$ cat src/rtl/fifo_pkg.sv
// Shared sizing helpers for the sync_fifo_prog codebase slice.
package fifo_pkg;

  function automatic int fifo_depth(input int addr_width);
    return 32'sd1 << addr_width;
  endfunction

  // Occupancy and thresholds need one extra bit so that DEPTH itself is representable.
  function automatic int cnt_width(input int addr_width);
    return addr_width + 32'sd1;
  endfunction

endpackage

$ cat src/rtl/sync_fifo_prog_if.sv
// Producer/consumer bus for sync_fifo_prog: master drives requests and
// thresholds, slave (the FIFO) returns data, flags and occupancy.
interface sync_fifo_prog_if
  import fifo_pkg::*;
#(
  parameter int DATA_WIDTH = 8,
  parameter int ADDR_WIDTH = 4
);
  localparam int CW = cnt_width(ADDR_WIDTH);

  logic                  wrreq;
  logic [DATA_WIDTH-1:0] data_in;
  logic                  rdreq;
  logic [DATA_WIDTH-1:0] data_out;
  logic                  rd_valid;
  logic                  wr_full;
  logic                  rd_empty;
  logic                  almost_full;
  logic                  almost_empty;
  logic [CW-1:0]         afull_thresh;
  logic [CW-1:0]         aempty_thresh;
  logic [CW-1:0]         count;
  logic                  overflow;
  logic                  underflow;
  logic                  clr_err;

  modport master (
    output wrreq, data_in, rdreq, afull_thresh, aempty_thresh, clr_err,
    input  data_out, rd_valid, wr_full, rd_empty, almost_full, almost_empty,
           count, overflow, underflow
  );

  modport slave (
    input  wrreq, data_in, rdreq, afull_thresh, aempty_thresh, clr_err,
    output data_out, rd_valid, wr_full, rd_empty, almost_full, almost_empty,
           count, overflow, underflow
  );

endinterface

$ cat src/rtl/sync_fifo_ram.sv
// Single-clock simple dual-port storage with a registered read port whose
// output register always clears on reset; the array clears only if MEM_INIT_ZERO.
module sync_fifo_ram
  import fifo_pkg::*;
#(
  parameter int DATA_WIDTH    = 8,
  parameter int ADDR_WIDTH    = 4,
  parameter int MEM_INIT_ZERO = 1
) (
  input  logic                  clk,
  input  logic                  rst,
  input  logic                  wr_en_i,
  input  logic [ADDR_WIDTH-1:0] wr_addr_i,
  input  logic [DATA_WIDTH-1:0] wr_data_i,
  input  logic                  rd_en_i,
  input  logic [ADDR_WIDTH-1:0] rd_addr_i,
  output logic [DATA_WIDTH-1:0] rd_data_o
);
  localparam int DEPTH = fifo_depth(ADDR_WIDTH);

  logic [DATA_WIDTH-1:0] mem_q [DEPTH];
  logic [DATA_WIDTH-1:0] rd_data_q;

  generate
    if (MEM_INIT_ZERO != 0) begin : g_mem_rst
      // Storage array write port, cleared on reset.
      always_ff @(posedge clk) begin
        if (rst) begin
          for (int i = 0; i < DEPTH; i++) begin
            mem_q[i] <= {DATA_WIDTH{1'b0}};
          end
        end else if (wr_en_i) begin
          mem_q[wr_addr_i] <= wr_data_i;
        end
      end
    end else begin : g_mem_norst
      // Storage array write port, contents survive reset.
      always_ff @(posedge clk) begin
        if (wr_en_i) begin
          mem_q[wr_addr_i] <= wr_data_i;
        end
      end
    end
  endgenerate

  // Registered read port (read-first on an address collision).
  always_ff @(posedge clk) begin
    if (rst) begin
      rd_data_q <= {DATA_WIDTH{1'b0}};
    end else if (rd_en_i) begin
      rd_data_q <= mem_q[rd_addr_i];
    end
  end

  assign rd_data_o = rd_data_q;

endmodule

$ cat src/rtl/sync_fifo_prog.sv
// Single-clock FIFO with occupancy count, programmable almost flags and sticky
// errors. Define SYNC_FIFO_FWFT_EN for first-word-fall-through output.
module sync_fifo_prog
  import fifo_pkg::*;
#(
  parameter int DATA_WIDTH    = 8,
  parameter int ADDR_WIDTH    = 4,
  parameter int MEM_INIT_ZERO = 1
) (
  input logic             clk,
  input logic             rst,
  sync_fifo_prog_if.slave bus
);
  localparam int DEPTH = fifo_depth(ADDR_WIDTH);
  localparam int CW    = cnt_width(ADDR_WIDTH);
  localparam logic [CW-1:0] DEPTH_C = CW'(DEPTH);

  logic [ADDR_WIDTH-1:0] wr_ptr_q, wr_ptr_d;
  logic [ADDR_WIDTH-1:0] rd_ptr_q, rd_ptr_d;
  logic [CW-1:0]         count_q, count_d;
  logic                  overflow_q, overflow_d;
  logic                  underflow_q, underflow_d;
  logic                  wr_full_s, rd_empty_s, wr_en_s, rd_en_s;
  logic                  ram_rd_en_s;
  logic [ADDR_WIDTH-1:0] ram_rd_addr_s;
  logic [DATA_WIDTH-1:0] ram_rd_data_s;

  assign wr_full_s  = (count_q == DEPTH_C);
  assign rd_empty_s = (count_q == {CW{1'b0}});
  assign wr_en_s    = bus.wrreq & ~wr_full_s;
  assign rd_en_s    = bus.rdreq & ~rd_empty_s;

  // Next-state for pointers, occupancy and sticky error flags.
  always_comb begin
    wr_ptr_d    = wr_ptr_q;
    rd_ptr_d    = rd_ptr_q;
    count_d     = count_q;
    if (wr_en_s) begin
      wr_ptr_d = wr_ptr_q + ADDR_WIDTH'(1);
    end else begin
      wr_ptr_d = wr_ptr_q;
    end
    if (rd_en_s) begin
      rd_ptr_d = rd_ptr_q + ADDR_WIDTH'(1);
    end else begin
      rd_ptr_d = rd_ptr_q;
    end
    case ({wr_en_s, rd_en_s})
      2'b10:   count_d = count_q + CW'(1);
      2'b01:   count_d = count_q - CW'(1);
      default: count_d = count_q;
    endcase
    // A new error event in the same cycle as clr_err keeps the flag set.
    overflow_d  = (overflow_q  & ~bus.clr_err) | (bus.wrreq & wr_full_s);
    underflow_d = (underflow_q & ~bus.clr_err) | (bus.rdreq & rd_empty_s);
  end

  // Controller state registers.
  always_ff @(posedge clk) begin
    if (rst) begin
      wr_ptr_q    <= {ADDR_WIDTH{1'b0}};
      rd_ptr_q    <= {ADDR_WIDTH{1'b0}};
      count_q     <= {CW{1'b0}};
      overflow_q  <= 1'b0;
      underflow_q <= 1'b0;
    end else begin
      wr_ptr_q    <= wr_ptr_d;
      rd_ptr_q    <= rd_ptr_d;
      count_q     <= count_d;
      overflow_q  <= overflow_d;
      underflow_q <= underflow_d;
    end
  end

  sync_fifo_ram #(
    .DATA_WIDTH   (DATA_WIDTH),
    .ADDR_WIDTH   (ADDR_WIDTH),
    .MEM_INIT_ZERO(MEM_INIT_ZERO)
  ) u_ram (
    .clk      (clk),
    .rst      (rst),
    .wr_en_i  (wr_en_s),
    .wr_addr_i(wr_ptr_q),
    .wr_data_i(bus.data_in),
    .rd_en_i  (ram_rd_en_s),
    .rd_addr_i(ram_rd_addr_s),
    .rd_data_o(ram_rd_data_s)
  );

`ifdef SYNC_FIFO_FWFT_EN
  logic                  byp_q, byp_d;
  logic [DATA_WIDTH-1:0] byp_data_q;

  // The RAM continuously prefetches the next head; a write landing on that
  // head slot this cycle is forwarded because the RAM read is read-first.
  assign ram_rd_en_s   = 1'b1;
  assign ram_rd_addr_s = rd_ptr_d;
  assign byp_d         = wr_en_s & (wr_ptr_q == rd_ptr_d);

  // Write-to-head forwarding register.
  always_ff @(posedge clk) begin
    if (rst) begin
      byp_q      <= 1'b0;
      byp_data_q <= {DATA_WIDTH{1'b0}};
    end else begin
      byp_q      <= byp_d;
      byp_data_q <= bus.data_in;
    end
  end

  assign bus.data_out = byp_q ? byp_data_q : ram_rd_data_s;
  assign bus.rd_valid = ~rd_empty_s;
`else
  logic rd_valid_q;

  assign ram_rd_en_s   = rd_en_s;
  assign ram_rd_addr_s = rd_ptr_q;

  // Read-valid strobe, one cycle after an accepted read.
  always_ff @(posedge clk) begin
    if (rst) begin
      rd_valid_q <= 1'b0;
    end else begin
      rd_valid_q <= rd_en_s;
    end
  end

  assign bus.data_out = ram_rd_data_s;
  assign bus.rd_valid = rd_valid_q;
`endif

  assign bus.wr_full      = wr_full_s;
  assign bus.rd_empty     = rd_empty_s;
  assign bus.count        = count_q;
  assign bus.almost_full  = (count_q >= bus.afull_thresh);
  assign bus.almost_empty = (count_q <= bus.aempty_thresh);
  assign bus.overflow     = overflow_q;
  assign bus.underflow    = underflow_q;

endmodule

$ cat src/flat_wrapper.sv
// flat-port wrapper written by rule: the top's interface ports become plain ports
module sync_fifo_prog_flat import fifo_pkg::*;
#(
  parameter int DATA_WIDTH    = 8,
  parameter int ADDR_WIDTH    = 4,
  parameter int MEM_INIT_ZERO = 1
)
  (clk, rst, bus_wrreq, bus_data_in, bus_rdreq, bus_afull_thresh, bus_aempty_thresh, bus_clr_err, bus_data_out, bus_rd_valid, bus_wr_full, bus_rd_empty, bus_almost_full, bus_almost_empty, bus_count, bus_overflow, bus_underflow);
  sync_fifo_prog_if #(.DATA_WIDTH(DATA_WIDTH), .ADDR_WIDTH(ADDR_WIDTH)) bus_i ();
  input logic clk;
  input logic rst;
  input wire logic [$bits(bus_i.wrreq)-1:0] bus_wrreq;
  input wire logic [$bits(bus_i.data_in)-1:0] bus_data_in;
  input wire logic [$bits(bus_i.rdreq)-1:0] bus_rdreq;
  input wire logic [$bits(bus_i.afull_thresh)-1:0] bus_afull_thresh;
  input wire logic [$bits(bus_i.aempty_thresh)-1:0] bus_aempty_thresh;
  input wire logic [$bits(bus_i.clr_err)-1:0] bus_clr_err;
  output wire logic [$bits(bus_i.data_out)-1:0] bus_data_out;
  output wire logic [$bits(bus_i.rd_valid)-1:0] bus_rd_valid;
  output wire logic [$bits(bus_i.wr_full)-1:0] bus_wr_full;
  output wire logic [$bits(bus_i.rd_empty)-1:0] bus_rd_empty;
  output wire logic [$bits(bus_i.almost_full)-1:0] bus_almost_full;
  output wire logic [$bits(bus_i.almost_empty)-1:0] bus_almost_empty;
  output wire logic [$bits(bus_i.count)-1:0] bus_count;
  output wire logic [$bits(bus_i.overflow)-1:0] bus_overflow;
  output wire logic [$bits(bus_i.underflow)-1:0] bus_underflow;
  assign bus_i.wrreq = bus_wrreq;
  assign bus_i.data_in = bus_data_in;
  assign bus_i.rdreq = bus_rdreq;
  assign bus_i.afull_thresh = bus_afull_thresh;
  assign bus_i.aempty_thresh = bus_aempty_thresh;
  assign bus_i.clr_err = bus_clr_err;
  assign bus_data_out = bus_i.data_out;
  assign bus_rd_valid = bus_i.rd_valid;
  assign bus_wr_full = bus_i.wr_full;
  assign bus_rd_empty = bus_i.rd_empty;
  assign bus_almost_full = bus_i.almost_full;
  assign bus_almost_empty = bus_i.almost_empty;
  assign bus_count = bus_i.count;
  assign bus_overflow = bus_i.overflow;
  assign bus_underflow = bus_i.underflow;
  sync_fifo_prog #(.DATA_WIDTH(DATA_WIDTH), .ADDR_WIDTH(ADDR_WIDTH), .MEM_INIT_ZERO(MEM_INIT_ZERO)) u_core (.clk(clk), .rst(rst), .bus(bus_i));
endmodule
$ cat config.mk
export PLATFORM = sky130hd
export DESIGN_NAME = sync_fifo_prog_flat
export DESIGN_NICKNAME = d
export VERILOG_FILES = /design/src/rtl/fifo_pkg.sv /design/src/rtl/sync_fifo_prog_if.sv /design/src/rtl/sync_fifo_ram.sv /design/src/rtl/sync_fifo_prog.sv /design/src/flat_wrapper.sv
export SDC_FILE = /design/constraint.sdc
export NUM_CORES = 1
export LEC_CHECK = 0
export CAP_MARGIN = 20
export CELL_PAD_IN_SITES_DETAIL_PLACEMENT = 1
export CELL_PAD_IN_SITES_GLOBAL_PLACEMENT = 2
export CORE_MARGIN = 2
export CORE_UTILIZATION = 35
export CTS_BUF_LIST = sky130_fd_sc_hd__clkbuf_8
export CTS_CLUSTER_SIZE = 14
export DETAILED_ROUTE_END_ITERATION = 8
export GPL_ROUTABILITY_DRIVEN = 1
export PLACE_DENSITY_LB_ADDON = 0.1
export SLEW_MARGIN = 0
export SYNTH_ARGS = -nofsm -noshare
export SYNTH_HDL_FRONTEND = slang
export SYNTH_SLANG_ARGS = --single-unit
$ cat constraint.sdc
create_clock -name clk -period 2.6 [get_ports clk]
set_clock_uncertainty 0.05 [all_clocks]
set_input_delay 0.52 -clock clk [delete_from_list [all_inputs] [get_ports clk]]
set_output_delay 0.52 -clock clk [all_outputs]
set_load 0.01 [all_outputs]
# After elaboration in Yosys (flattened, before gate mapping)

Memories as Yosys holds them, arrays and structs flattened. A register that Yosys moved wholly into a read port is not among the register bits.
Index checks and enable logic that the tools add are counted.

Bits in registers: 16
Logic and storage cells: 39
Input bits: 23
Memories: 1
Memory bits (writable): 128

Memories:

| name               | depth | bits a word | read ports | clocked after memory_dff | write ports | line                | text |
|---|---|---|---|---|---|---|---|
| u_core.u_ram.mem_q | 16    | 8           | 1          | 1                        | 16          | sync_fifo_ram.sv:21 | `logic [DATA_WIDTH-1:0] mem_q [DEPTH];` |

Bitwise gates (word level): 11
Muxes and demuxes: 9
$add $sub $neg: 4
Reductions and logical operators: 3
Eq/ne operators: 3
Magnitude comparators: 2

Operators by type and width:

| operator                                                               | count |
|---|---|
| 5-bit case mux with 2 select lines                                     | 1 |
| 4-bit by 1-bit adder with 4-bit output (second input constant)         | 2 |
| 8-bit 2-to-1 mux                                                       | 1 |
| 8-bit OR reduction                                                     | 1 |
| 1-bit bitwise AND                                                      | 6 |
| 1-bit 2-to-1 mux                                                       | 6 |
| 5-bit by 1-bit adder with 5-bit output (second input constant)         | 1 |
| 5-bit equality test (second input constant)                            | 1 |
| 5-bit >= comparator                                                    | 1 |
| 5-bit <= comparator                                                    | 1 |
| 5-bit logical NOT                                                      | 1 |
| 5-bit by 1-bit subtractor with 5-bit output (second input constant)    | 1 |
| 4-bit 2-to-1 mux                                                       | 1 |
| 1-bit inverter                                                         | 3 |
| 2-bit by 1-bit equality test with 1-bit output (second input constant) | 1 |
| 2-bit equality test (second input constant)                            | 1 |
| 1-bit bitwise OR                                                       | 2 |
| 2-bit nonzero test                                                     | 1 |

# Longest topological paths before layout

Depth in word-level cells: 8
Depth in mapped cells: 13
Depth with buffers taken out: 12

# Modules after synthesis

Synthesis repeated with hierarchy kept, for this count alone.

Cells, all modules: 589
Area, all modules: 7283.2 sq um

By module, submodules not included:

| module         | times used | area an instance (sq um) | cells an instance |
|---|---|---|---|
| sync_fifo_ram  | 1          | 6238.5                   | 471 |
| sync_fifo_prog | 1          | 1044.8                   | 118 |

# Worst setup path before layout

OpenSTA, ideal clock, no wires.

Path kind: register to register
Start point: register u_core.count_q[1] (netlist: u_core.bus.count[1])
End point: register u_core.count_q[4] (netlist: u_core.bus.count[4])
Data required time: 2.429 ns
Library setup time: 0.121 ns
Arrival time: 2.789 ns
Stages on the path, launching flop included: 13
Path slack: -0.360 ns
Clock period less this slack: 2.960 ns
Cell sequence: dfxtp_1 nor4_4 and2_4 nand2b_4 inv_4 buf_6 ha_1 ha_1 nor2b_1 o21ai_0 a21oi_1 or3b_1 mux2_2

Longest elaborated chain between the ends: 5

RTL lines:

| what                                                                                         | line                 | text |
|---|---|---|
| start, declared                                                                              | sync_fifo_prog.sv:20 | `logic [CW-1:0] count_q, count_d;` |
| start signal, assigned                                                                       | sync_fifo_prog.sv:63 | `count_q <= {CW{1'b0}};` |
| start signal, assigned                                                                       | sync_fifo_prog.sv:69 | `count_q <= count_d;` |
| 5-bit logical NOT *                                                                          | sync_fifo_prog.sv:29 | `assign rd_empty_s = (count_q == {CW{1'b0}});` |
| net bus_rd_empty                                                                             | flat_wrapper.sv:21   | `output wire logic [$bits(bus_i.rd_empty)-1:0] bus_rd_empty;` |
| 1-bit inverter *                                                                             | sync_fifo_prog.sv:31 | `assign rd_en_s = bus.rdreq & ~rd_empty_s;` |
| 1-bit bitwise AND *                                                                          | sync_fifo_prog.sv:31 |  |
| net u_core.ram_rd_en_s                                                                       | sync_fifo_prog.sv:24 | `logic ram_rd_en_s;` |
| 2-bit by 1-bit equality test with 1-bit output / 2-bit equality test (equally long branches) | sync_fifo_prog.sv:48 | `case ({wr_en_s, rd_en_s})` |
| 5-bit case mux with 2 select lines / 2-bit nonzero test (equally long branches)              | n/a                  |  |

The timed path passes the listed nets; every way through them passes the cells marked *.
A chain may end at the register's enable or synchronous reset.

# Final worst setup path

Start point: register u_core.count_q[2] (netlist: u_core.bus.count[2])
End point: register u_core.count_q[4] (netlist: u_core.bus.count[4])

Longest elaborated chain between the ends: 5

RTL lines:

| what                                                                                         | line |
|---|---|
| 5-bit equality test / 5-bit logical NOT (equally long branches)                              | sync_fifo_prog.sv:28, sync_fifo_prog.sv:29 |
| 1-bit inverter (on tied branches)                                                            | sync_fifo_prog.sv:30, sync_fifo_prog.sv:31 |
| 1-bit bitwise AND (on tied branches)                                                         | sync_fifo_prog.sv:30, sync_fifo_prog.sv:31 |
| 2-bit by 1-bit equality test with 1-bit output / 2-bit equality test (equally long branches) | sync_fifo_prog.sv:48 |
| 5-bit case mux with 2 select lines / 2-bit nonzero test (equally long branches)              | n/a |

Several ways; a longest one is shown, not always the timed one.

==> results.py <==
metrics = {
    "cts": {
        "cts_sinks": 152,
        "clkLatencyLatePin_ps": 460,
        "htreeDepth": 4,
        "clock-root-buffer": "clkbuf_8",
        "clockBufferDepth": 2,
        "path_clk_slew_ps": 90,
        "cts_tree": "yes",
        "cts_buffers": 17,
        "cts_hold_buf": 0,
    },
    "setup_path": {
        "required_ps": 2890,
        "crit_arrival_ps": 2910,
        "slowest_delay_ps": 350,
        "cp_cell_sequence": "nor4_4 -> buf_4 -> and2_4 -> nand2b_4 -> inv_4 -> ha_4 -> ha_4 -> nor2b_4 -> o21ai_2 -> nand3_1 -> or3b_1 -> mux2_2",
        "criticalPathCategory": "register to register",
        "critical_path.max_fanout": 4,
        "crit_path_end_kind": "register",
        "crit_path_start_kind": "register",
        "critical_path.slowest_cell": "or3b_1",
        "crit_top_cell": "ha_4",
    },
    "power_and_ir_drop": {
        "ir_drop_uv": 406,
        "power.leakage_uw": 0.00319,
        "powerDensity_mw_per_mm2": 759,
    },
    "sta": {
        "fin_crit_sh_pct": 101,
        "tns_ps": -19.6,
        "max_freq_mhz": 382,
        "relSlewSlack_pct": 50.1,
        "finalCriticalPeriod_ps": 2620,
        "rsz0062_at_grt": "yes",
        "tightest_slew_ps": 746,
        "slew_viol_final": 0,
        "hold_ws_ps": 453,
        "worst_slack_ps": -19.6,
        "setup_violations": 1,
        "hold_viol": 0,
    },
    "place": {
        "io_buffers": 42,
        "dp_hpwl_um": 13600,
        "dp_cells": 921,
        "place_ws_ps": -571,
        "routabilityCongestion": 0.783,
    },
    "run_status": {
        "outcome": "complete, but fails checks",
        "violations": "setup timing",
    },
    "floorplanning": {
        "row_count": 53,
        "num_io_pins": 43,
        "core-area_sq_mm": 0.0208,
        "chipHeight_um": 149,
        "die_area_sq_mm": 0.0222,
        "start_util_pct": 35.4,
        "die_w_um": 149,
    },
    "finish": {
        "final_util_pct": 42.5,
        "n_antenna_cell": 0,
        "final_layout_size_suffix_gt1_share_pct": 20.5,
        "nets": 709,
        "final_cells": 954,
        "layout_common_cells": "and2_1 (128), edfxtp_1 (128), mux2i_1 (65)",
        "area_growth_pct": 20.0,
    },
    "logic_synthesis": {
        "synth.distinct_cells": 47,
        "synth_edf_count": 128,
        "seq_area_frac_synth_pct": 58.7,
        "ys_seq_elements": 152,
        "synth_warnings": 0,
        "syn_inst": 587,
        "syn_area_per_cell_sq_um": 12.5,
        "ys_async_sr_fraction_pct": 0,
        "synth_fp_nets": 630,
        "netlist_area_sq_mm": 0.00737,
        "ys.flop_type": "edfxtp_1",
    },
    "global_route": {
        "antenna_found_initial": 0,
        "grt_pass1_vias": 4915,
        "grt_pass1_wl_um": 29500,
        "grt_usage_pct": 18.2,
        "grt_remaining_overflow": 0,
        "grt_start_max_net_pins": 39,
    },
    "route": {
        "drt-pass1-iter-count": 4,
        "dr_total_vias": 4652,
        "avgRoutedWirePerCell_um": 20.1,
        "ant_nets": 0,
        "drc": 0,
        "viasPerCell": 4.88,
        "first_iter_violations": 153,
        "drt_wl_total_um": 19200,
    },
    "worst_hold_path": {
        "hold_class": "register to register",
    },
    "run": {
        "cap_violations": 0,
    },
}
flip-flops by register name (all words and copies together) (netlist names):
| register | count |
|---|---|
| u_core.u_ram.rd_data_o | 8 |
| u_core.bus.overflow | 1 |
| u_core.u_ram.mem_q | 128 |
| u_core.ram_rd_addr_s | 4 |
| u_core.bus.count | 5 |
| u_core.bus.underflow | 1 |
| u_core.wr_ptr_q | 4 |
| u_core.bus.rd_valid | 1 |
area by class of cell:
type | count | area (sq um)
clock buffer | 18 | 248
clock inverter | 14 | 165
fill | 2226 | 12000
inverter | 17 | 66.3
multi-input combinational | 388 | 2890
sequential | 152 | 4340
tap | 275 | 344
timing repair buffer | 90 | 797
where the power goes:
group	switching (uW)	total, uW	internal, uW
clock network	975	1880	907
logic	922	1830	912
registers	133	2990	2860
total	2030	6710	4680
metrics by stage:
| stage | total power, uW | instance area, sq um |
|---|---|---|
| after global placement | 4820 | 8380 |
| after detailed placement | 4870 | 8380 |
| after floorplan | 4010 | 7400 |
| after global routing | 7060 | 8840 |
| final | 6710 | 8840 |
| after CTS | 6770 | 8820 |
logic make-up (layout without fill, tap and decap cells):
| logic type | Yosys count | after routing | share of synthesized area [%] |
|---|---|---|---|
| compound gates | 58 | 58 | 5.11 |
| mux | 66 | 66 | 8.99 |
| buf+inv | 47 | 139 | 3.14 |
| fa+ha+maj | 20 | 20 | 3.50 |
| xor+xnor | 8 | 8 | 1.05 |
| simple gates | 236 | 236 | 19.5 |
| flops | 152 | 152 | 58.7 |
synthesized netlist by cell type, types with 2 or more instances:
cell type  count  area share (%)
o22ai_1       33             2.8
dfxtp_1       24             6.5
nor4_1         8            0.68
nor3_2         4            0.54
a21oi_1       10            0.68
or2_1          2            0.17
buf_4          5            0.51
buf_2          6            0.41
nand3_1        3            0.20
xnor2_1        3            0.36
clkbuf_1      15            0.76
ha_1          19             3.2
o21a_1         3            0.31
and2_1       128              11
nand3b_2       2            0.31
mux2i_1       65             8.8
nor2_2         8            0.68
nor2_1        34             1.7
or3b_1         3            0.36
nand3b_1       3            0.31
nand2_1        7            0.36
nand2b_1       5            0.42
xor2_1         4            0.48
inv_1         15            0.76
edfxtp_1     128              52
nand4_1        2            0.17
a211oi_1       8            0.82
buf_6          2            0.31
nor2b_1        6            0.51
or2_2         14             1.2
o21ai_0        2            0.14
path summary, 6_finish.rpt:
kind,from,to,slack [ps],cells after the start
max,u_core.bus.count[2]$_SDFFE_PP0P_,u_core.bus.count[4]$_SDFFE_PP0P_,-20,12
min,u_core.u_ram.rd_data_o[5]$_SDFFE_PP0P_,u_core.u_ram.rd_data_o[5]$_SDFFE_PP0P_,450,2
max reg2reg,u_core.bus.count[2]$_SDFFE_PP0P_,u_core.bus.count[4]$_SDFFE_PP0P_,-20,12
min reg2reg,u_core.u_ram.rd_data_o[5]$_SDFFE_PP0P_,u_core.u_ram.rd_data_o[5]$_SDFFE_PP0P_,450,2
timing repair:
item / 4_1_cts / 5_1_grt
setup buffers: 0 / 1
pin swaps: 5 / 3
resized for setup: 19 / 3
hold endpoints to repair: 0 / 0
cloned: 0 / 0
endpoints found under the setup margin: 4 / 3
metal layers:
layer | global-route usage, % | vias up | share of wire (%)
met5 | 0 | - | 0
met4 | 4.81 | 0 | 1.4
met3 | 2.75 | 16 | 3.0
met2 | 30.5 | 67 | 49
met1 | 24.8 | 2320 | 47
li1 | - | 2249 | -
critical path: cells and delay by family, from the launching register on:
kind	cells	cell delay [ps]
DFF	1	340
buffers and inverters	2	220
muxes	1	270
AOI/OAI and AO/OA	1	60
and+or+nand+nor	6	1120
adders and majority gates	2	450
No activity file was read; power rests on OpenSTA's default activity.
==> edit 1: new RTL, same settings <==
`ADDR_WIDTH` is set to 4 in 4 places; all go to 3.
--- a/src/rtl/sync_fifo_prog_if.sv
+++ b/src/rtl/sync_fifo_prog_if.sv
@@ -4,7 +4,7 @@
   import fifo_pkg::*;
 #(
   parameter int DATA_WIDTH = 8,
-  parameter int ADDR_WIDTH = 4
+  parameter int ADDR_WIDTH = 3
 );
   localparam int CW = cnt_width(ADDR_WIDTH);
 
--- a/src/rtl/sync_fifo_ram.sv
+++ b/src/rtl/sync_fifo_ram.sv
@@ -4,7 +4,7 @@
   import fifo_pkg::*;
 #(
   parameter int DATA_WIDTH    = 8,
-  parameter int ADDR_WIDTH    = 4,
+  parameter int ADDR_WIDTH    = 3,
   parameter int MEM_INIT_ZERO = 1
 ) (
   input  logic                  clk,
--- a/src/rtl/sync_fifo_prog.sv
+++ b/src/rtl/sync_fifo_prog.sv
@@ -4,7 +4,7 @@
   import fifo_pkg::*;
 #(
   parameter int DATA_WIDTH    = 8,
-  parameter int ADDR_WIDTH    = 4,
+  parameter int ADDR_WIDTH    = 3,
   parameter int MEM_INIT_ZERO = 1
 ) (
   input logic             clk,
--- a/src/flat_wrapper.sv
+++ b/src/flat_wrapper.sv
@@ -2,7 +2,7 @@
 module sync_fifo_prog_flat import fifo_pkg::*;
 #(
   parameter int DATA_WIDTH    = 8,
-  parameter int ADDR_WIDTH    = 4,
+  parameter int ADDR_WIDTH    = 3,
   parameter int MEM_INIT_ZERO = 1
 )
   (clk, rst, bus_wrreq, bus_data_in, bus_rdreq, bus_afull_thresh, bus_aempty_thresh, bus_clr_err, bus_data_out, bus_rd_valid, bus_wr_full, bus_rd_empty, bus_almost_full, bus_almost_empty, bus_count, bus_overflow, bus_underflow);
Ports: changed (resized bus_aempty_thresh, bus_afull_thresh and bus_count); port bits go from 43 to 40. No check against the original RTL was run, so the function may have changed too.
==> edit 1 against the original RTL <==
Core utilization is 1.3 points higher. Sequential cell count down 67. Largest cell class unchanged. Die area shrank 46%. Routed wire length is 48% lower. Design area down 46%. Total power is 40% lower. Clock power shrank 51%. Setup slack improved by 0.15 ns. Synthesized cell count fell by 46%. Largest power group unchanged. Synthesized area shrank 47%.
==> edit 1: results (changes against the original RTL) <==
* Status: completed (was complete, but fails checks)
* Met3 routed wirelength at 375 um (was 572 um)
* Reg area at 2340 um^2 (was 4340 um^2)
* R2R setup slack at 0.26 ns (was -0.02 ns)
* Met1 GRT Util at 0.258 (was 0.248)
* Max VDD drop at 0.340 mV (was 0.406 mV)
* Vias per cell at 5.06 (was 4.88)
* Post-synthesis mux area share at 0.0968 (was 0.0899)
* Arr. time, crit path at 1.90 ns (was 2.91 ns)
* Max reg flops at 64 (was 128)
* Post-placement cell count at 503 (was 921)
* Post-synthesis sequential area ratio at 0.596 (was 0.587)
* Critical Path Source: bus_afull_thresh[1] (was u_core.bus.count[2])
* Final #Nets at 408 (was 709)
* Crit path max fanout at 1 (was 4)
* Multi-input gates at 204 (was 388)
* CP max stage delay at 0.45 ns (was 0.35 ns)
* Reg2reg end: u_core.bus.count[2] (was u_core.bus.count[4])
* Slew margin rel. at 0.488 (was 0.501)
* Adder-cell share of the synthesized area at 0.0414 (was 0.0350)
* Pre-CTS setup slack at -0.437 ns (was -0.571 ns)
* Post-synth EDFFs at 64 (was 128)
* Setup crit end: bus_almost_full (was u_core.bus.count[4])
* Layout clock area frac at 0.0399 (was 0.0467)
* Largest net degree at the start of global routing at 30 (was 39)
* Clock Latency Late Sink at 0.36 ns (was 0.46 ns)
* Synth cell types at 38 (was 47)
* RD Place Congestion at 0.738 (was 0.783)
* Placed standard-cell area at 4560 um^2 (was 8380 um^2)
* XOR/XNOR share of the synthesized area at 0.0156 (was 0.0105)
* Bufs w/o clock at 65 (was 90)
* Clk sink count at 85 (was 152)
* CTS Buf Count at 9 (was 17)
* Fmax at 0.404 GHz (was 0.382 GHz)
* Leakage power at 1.76 nW (was 3.19 nW)
* Iteration-0 DRC Markers at 113 (was 153)
* Synth area leaders: edfxtp_1 (49%), dfxtp_1 (11%), mux4_2 (9.2%) (was edfxtp_1 (52%), and2_1 (11%), mux2i_1 (8.8%))
* Number of global-route vias before repair at 2751 (was 4915)
* Final core utilization at 0.438 (was 0.425)
* GR Util met2 at 0.280 (was 0.305)
* GRT Util Overall at 0.182 (about the same)
* Post-CTS Resized at 12 (was 19)
* Final HPWL DP at 6.71 mm (was 13.6 mm)
* First-pass GRT wire length at 15.6 mm (was 29.5 mm)
* # H-tree levels at 3 (was 4)
* Critical R2R Launch: u_core.bus.count[1] (was u_core.bus.count[2])
* Layout cells sized above 1 at 0.172 (was 0.205)
* Routed wire length per instance at 19.0 um (was 20.1 um)
* IO Port Bufs at 39 (was 42)
* Logic inverters at 9 (was 17)
* M1 WL at 4.73 mm (was 9.04 mm)
* Delay-heaviest family, CP: buffers and inverters (was simple AND/OR/NAND/NOR gates)
* Mapped Nets at 350 (was 630)
* Reg2reg path depth at 9 (was 12)
* Routed wl met2 at 4.69 mm (was 9.30 mm)
* Die width at 110 um (was 149 um)
* Met3 GRT Util at 0.0314 (was 0.0275)
* Slowest-stage cell, CP: clkdlybuf4s50_1 (was or3b_1)
==> edit 1: cell types whose count changed in the layout (fill, tap and decap cells not counted), sizes merged, moves of 22 or more <==
cell	unedited run	this run
mux2i	65	2
buf	50	28
and2	130	0
nor2	42	83
o22ai	33	8
edfxtp	128	64
==> edit 1: power by group <==
part	internal, mW	total (mW)	switching, mW	leakage (nW)
Sequential	1.63	1.72	0.0871	0.838
Clock	0.440	0.924	0.484	0.0961
Combinational	0.667	1.36	0.695	0.830
==> edit 1: worst min path at each step <==
stage                                     end  slack, ns  cells after the start
floorplan             u_core.ram_rd_addr_s[2]       0.44                      2
global placement    u_core.u_ram.rd_data_o[0]       0.43                      2
detailed placement  u_core.u_ram.rd_data_o[7]       0.43                      2
CTS                 u_core.u_ram.rd_data_o[7]       0.45                      2
global route        u_core.u_ram.rd_data_o[7]       0.46                      2
finish              u_core.u_ram.rd_data_o[7]       0.45                      2
==> edit 2: new RTL, same flow settings <==
Made on the original files. `MEM_INIT_ZERO` is set to 1 in 3 places; all go to 0.
--- a/src/rtl/sync_fifo_ram.sv
+++ b/src/rtl/sync_fifo_ram.sv
@@ -5,7 +5,7 @@
 #(
   parameter int DATA_WIDTH    = 8,
   parameter int ADDR_WIDTH    = 4,
-  parameter int MEM_INIT_ZERO = 1
+  parameter int MEM_INIT_ZERO = 0
 ) (
   input  logic                  clk,
   input  logic                  rst,
--- a/src/rtl/sync_fifo_prog.sv
+++ b/src/rtl/sync_fifo_prog.sv
@@ -5,7 +5,7 @@
 #(
   parameter int DATA_WIDTH    = 8,
   parameter int ADDR_WIDTH    = 4,
-  parameter int MEM_INIT_ZERO = 1
+  parameter int MEM_INIT_ZERO = 0
 ) (
   input logic             clk,
   input logic             rst,
--- a/src/flat_wrapper.sv
+++ b/src/flat_wrapper.sv
@@ -3,7 +3,7 @@
 #(
   parameter int DATA_WIDTH    = 8,
   parameter int ADDR_WIDTH    = 4,
-  parameter int MEM_INIT_ZERO = 1
+  parameter int MEM_INIT_ZERO = 0
 )
   (clk, rst, bus_wrreq, bus_data_in, bus_rdreq, bus_afull_thresh, bus_aempty_thresh, bus_clr_err, bus_data_out, bus_rd_valid, bus_wr_full, bus_rd_empty, bus_almost_full, bus_almost_empty, bus_count, bus_overflow, bus_underflow);
   sync_fifo_prog_if #(.DATA_WIDTH(DATA_WIDTH), .ADDR_WIDTH(ADDR_WIDTH)) bus_i ();
Function: no difference found for any inputs over 10 cycles, from zero or initial values and one cycle with rst high; that may be too few to reach the edited logic, so the function may still have changed.
==> edit 2 against the original RTL <==
Final cell count decreased by 20%. Routed wire length decreased by 18%. Maximum frequency increased by 1.4%. Count of clock-buffer cells in the layout increased by 1. Sequential share of layout area increased by 6.5 points. Sequential cell count unchanged. Synthesized area decreased by 13%. Total power decreased by 1.1%. Design area decreased by 12%. Setup slack improved by 0.037 ns.
==> edit 2: results (changes against the original RTL) <==
* Largest net degree at the start of global routing at 30 (was 39)
* HP Start: u_core.u_ram.rd_data_o[3] (was u_core.u_ram.rd_data_o[5])
* IO Port Bufs at 42 (unchanged)
* Hold-fix buffers, CTS at 0 (unchanged)
* Initial antenna violation count at 0 (unchanged)
* Iteration-0 DRC Markers at 209 (was 153)
* Number of global-route vias before repair at 4075 (was 4915)
* Clock Latency Late Sink at 0.44 ns (was 0.46 ns)
* Clock Pin Slew Worst Setup and Hold Paths at about 0.080 ns
* Hold path cells at 2 (unchanged)
* Max reg flops at 128 (unchanged)
* Placed standard-cell area at 7300 um^2 (was 8380 um^2)
* Via count at 3856 (was 4652)
* Final #Nets at 567 (was 709)
* Reg2reg path depth at 13 (was 12)
* Status: completed (was complete, but fails checks)
* Antenna diode count at 0 (unchanged)
* Crit path max fanout at 3 (was 4)
* Mapped Nets at 488 (was 630)
* Syn. warnings at 0 (unchanged)
* Leakage power at 2.60 nW (was 3.19 nW)
* Post-synthesis sequential area ratio at 0.672 (was 0.587)
* CTS max path bufs at 2 (unchanged)
* Synth cell types at 42 (was 47)
* Slew @ Worst Pin at 0.793 ns (was 0.746 ns)
* Layout cells sized above 1 at 0.173 (was 0.205)
* First-pass GRT wire length at 24.4 mm (was 29.5 mm)
* Max VDD drop at 0.404 mV (was 0.406 mV)
* Routed wire length per instance at 20.6 um (was 20.1 um)
* RD Place Congestion at 0.780 (was 0.783)
* Hold crit path type: reg2reg (unchanged)
* Critical Path Source: u_core.bus.count[1] (was u_core.bus.count[2])
* Switching share of total power at 0.291 (was 0.303)
* Synth area leaders: edfxtp_1 (60%), mux2i_1 (10%), dfxtp_1 (7.5%) (was edfxtp_1 (52%), and2_1 (11%), mux2i_1 (8.8%))
* Arr. time, crit path at 2.01 ns (was 2.91 ns)
* Asr flop ratio synth at 0 (unchanged)
* Setup_tns at 0 ns (was -0.0196 ns)
* Reg with most FFs: u_core.u_ram.mem_q (unchanged)
* Post-synth EDFFs at 128 (unchanged)
* Final HPWL DP at 10.8 mm (was 13.6 mm)
* GRT Util Overall at 0.169 (was 0.182)
* Fillers at 1845 (was 2226)
* Pre-CTS setup slack at -0.588 ns (was -0.571 ns)
* Root Driver: clkbuf_8 (unchanged)
* Commonest cells in the netlist: edfxtp_1 (128), mux2i_1 (65), nor2_1 (40), o22ai_1 (34), dfxtp_1 (24) (was and2_1 (128), edfxtp_1 (128), mux2i_1 (65), nor2_1 (34), o22ai_1 (33))
* Pre-Repair DR Iteration Count at 4 (unchanged)
[edit 2: changes by cell type in the layout (fill, tap and decap cells not counted), sizes merged, moves of 2 or more]
cell / unedited run / this run
a211o: 0 / 2
nor2: 42 / 40
or2: 16 / 0
and2: 130 / 2
or3b: 3 / 1
clkinvlp: 1 / 4
buf: 50 / 42
nor3b: 0 / 3
xor2: 5 / 7
clkbuf: 18 / 20
inv: 23 / 16
nand2: 8 / 16
[edit 2: routing by layer]
| layer | global-route usage | up-vias | routed length (um) |
|---|---|---|---|
| met5 | 0 | - | 0 |
| met4 | 0.0363 | 0 | 92 |
| met3 | 0.0403 | 6 | 338 |
| met2 | 0.278 | 43 | 7840 |
| met1 | 0.228 | 1965 | 7490 |
| li1 | - | 1842 | - |
[edit 2: path summary, 6_finish.rpt]
| path | to | slack [ns] |
|---|---|---|
| max | bus_almost_empty | 0.02 |
| min | u_core.u_ram.rd_data_o[3] | 0.47 |
| max reg2reg | u_core.bus.count[4] | 0.10 |
| min reg2reg | u_core.u_ram.rd_data_o[3] | 0.47 |
[edit 2: final cells by class]
type / instances / area (um^2) / share of cell area
Inverter: 14 / 55.1 / 0.00705
Tap cell: 229 / 287 / 0.0367
Clock buffer: 19 / 262 / 0.0335
Clock inverter: 13 / 155 / 0.0199
Multi-Input combinational cell: 257 / 1960 / 0.251
Sequential cell: 152 / 4340 / 0.555
Timing Repair Buffer: 83 / 756 / 0.0967
[edit 2: power groups by stage]
stage / logic, mW / registers (mW) / clock network (mW)
after floorplan: 0.949 / 3.04 / 0
after global placement: 1.71 / 3.03 / 0
after detailed placement: 1.75 / 3.04 / 0
after CTS: 1.77 / 2.98 / 1.91
after global routing: 2.01 / 2.99 / 2.00
final: 1.81 / 2.97 / 1.85
[edit 2: cells by family after synthesis]
kind of cell               share of synthesized area
buffers and inverters                         0.0313
adders and majority gates                     0.0370
AOI/OAI and AO/OA                             0.0620
and+or+nand+nor                               0.0830
xor gates and xnor gates                      0.0134
muxes                                          0.101
DFF                                            0.672
[edit 2: critical path: stages (launching register included)]
cell,delay [ns]
dfxtp_4,0.36
buf_12,0.12
ha_4,0.23
nor2b_1,0.12
o21a_1,0.17
o21a_1,0.16
o21a_1,0.16
o22ai_1,0.10
buf_2,0.15
[edit 2: timing repair]
action	CTS	global route
resized for setup	13	7
setup endpoints to repair	3	4
pin swaps	1	9
hold endpoints to repair	0	0
buffers inserted	1	4
[edit 2: metrics by stage]
stage	instances	power, mW
finish	767	6.63
global route	767	7.00
CTS	763	6.65
detailed placement	730	4.78
global placement	730	4.73
floorplan	446	3.98
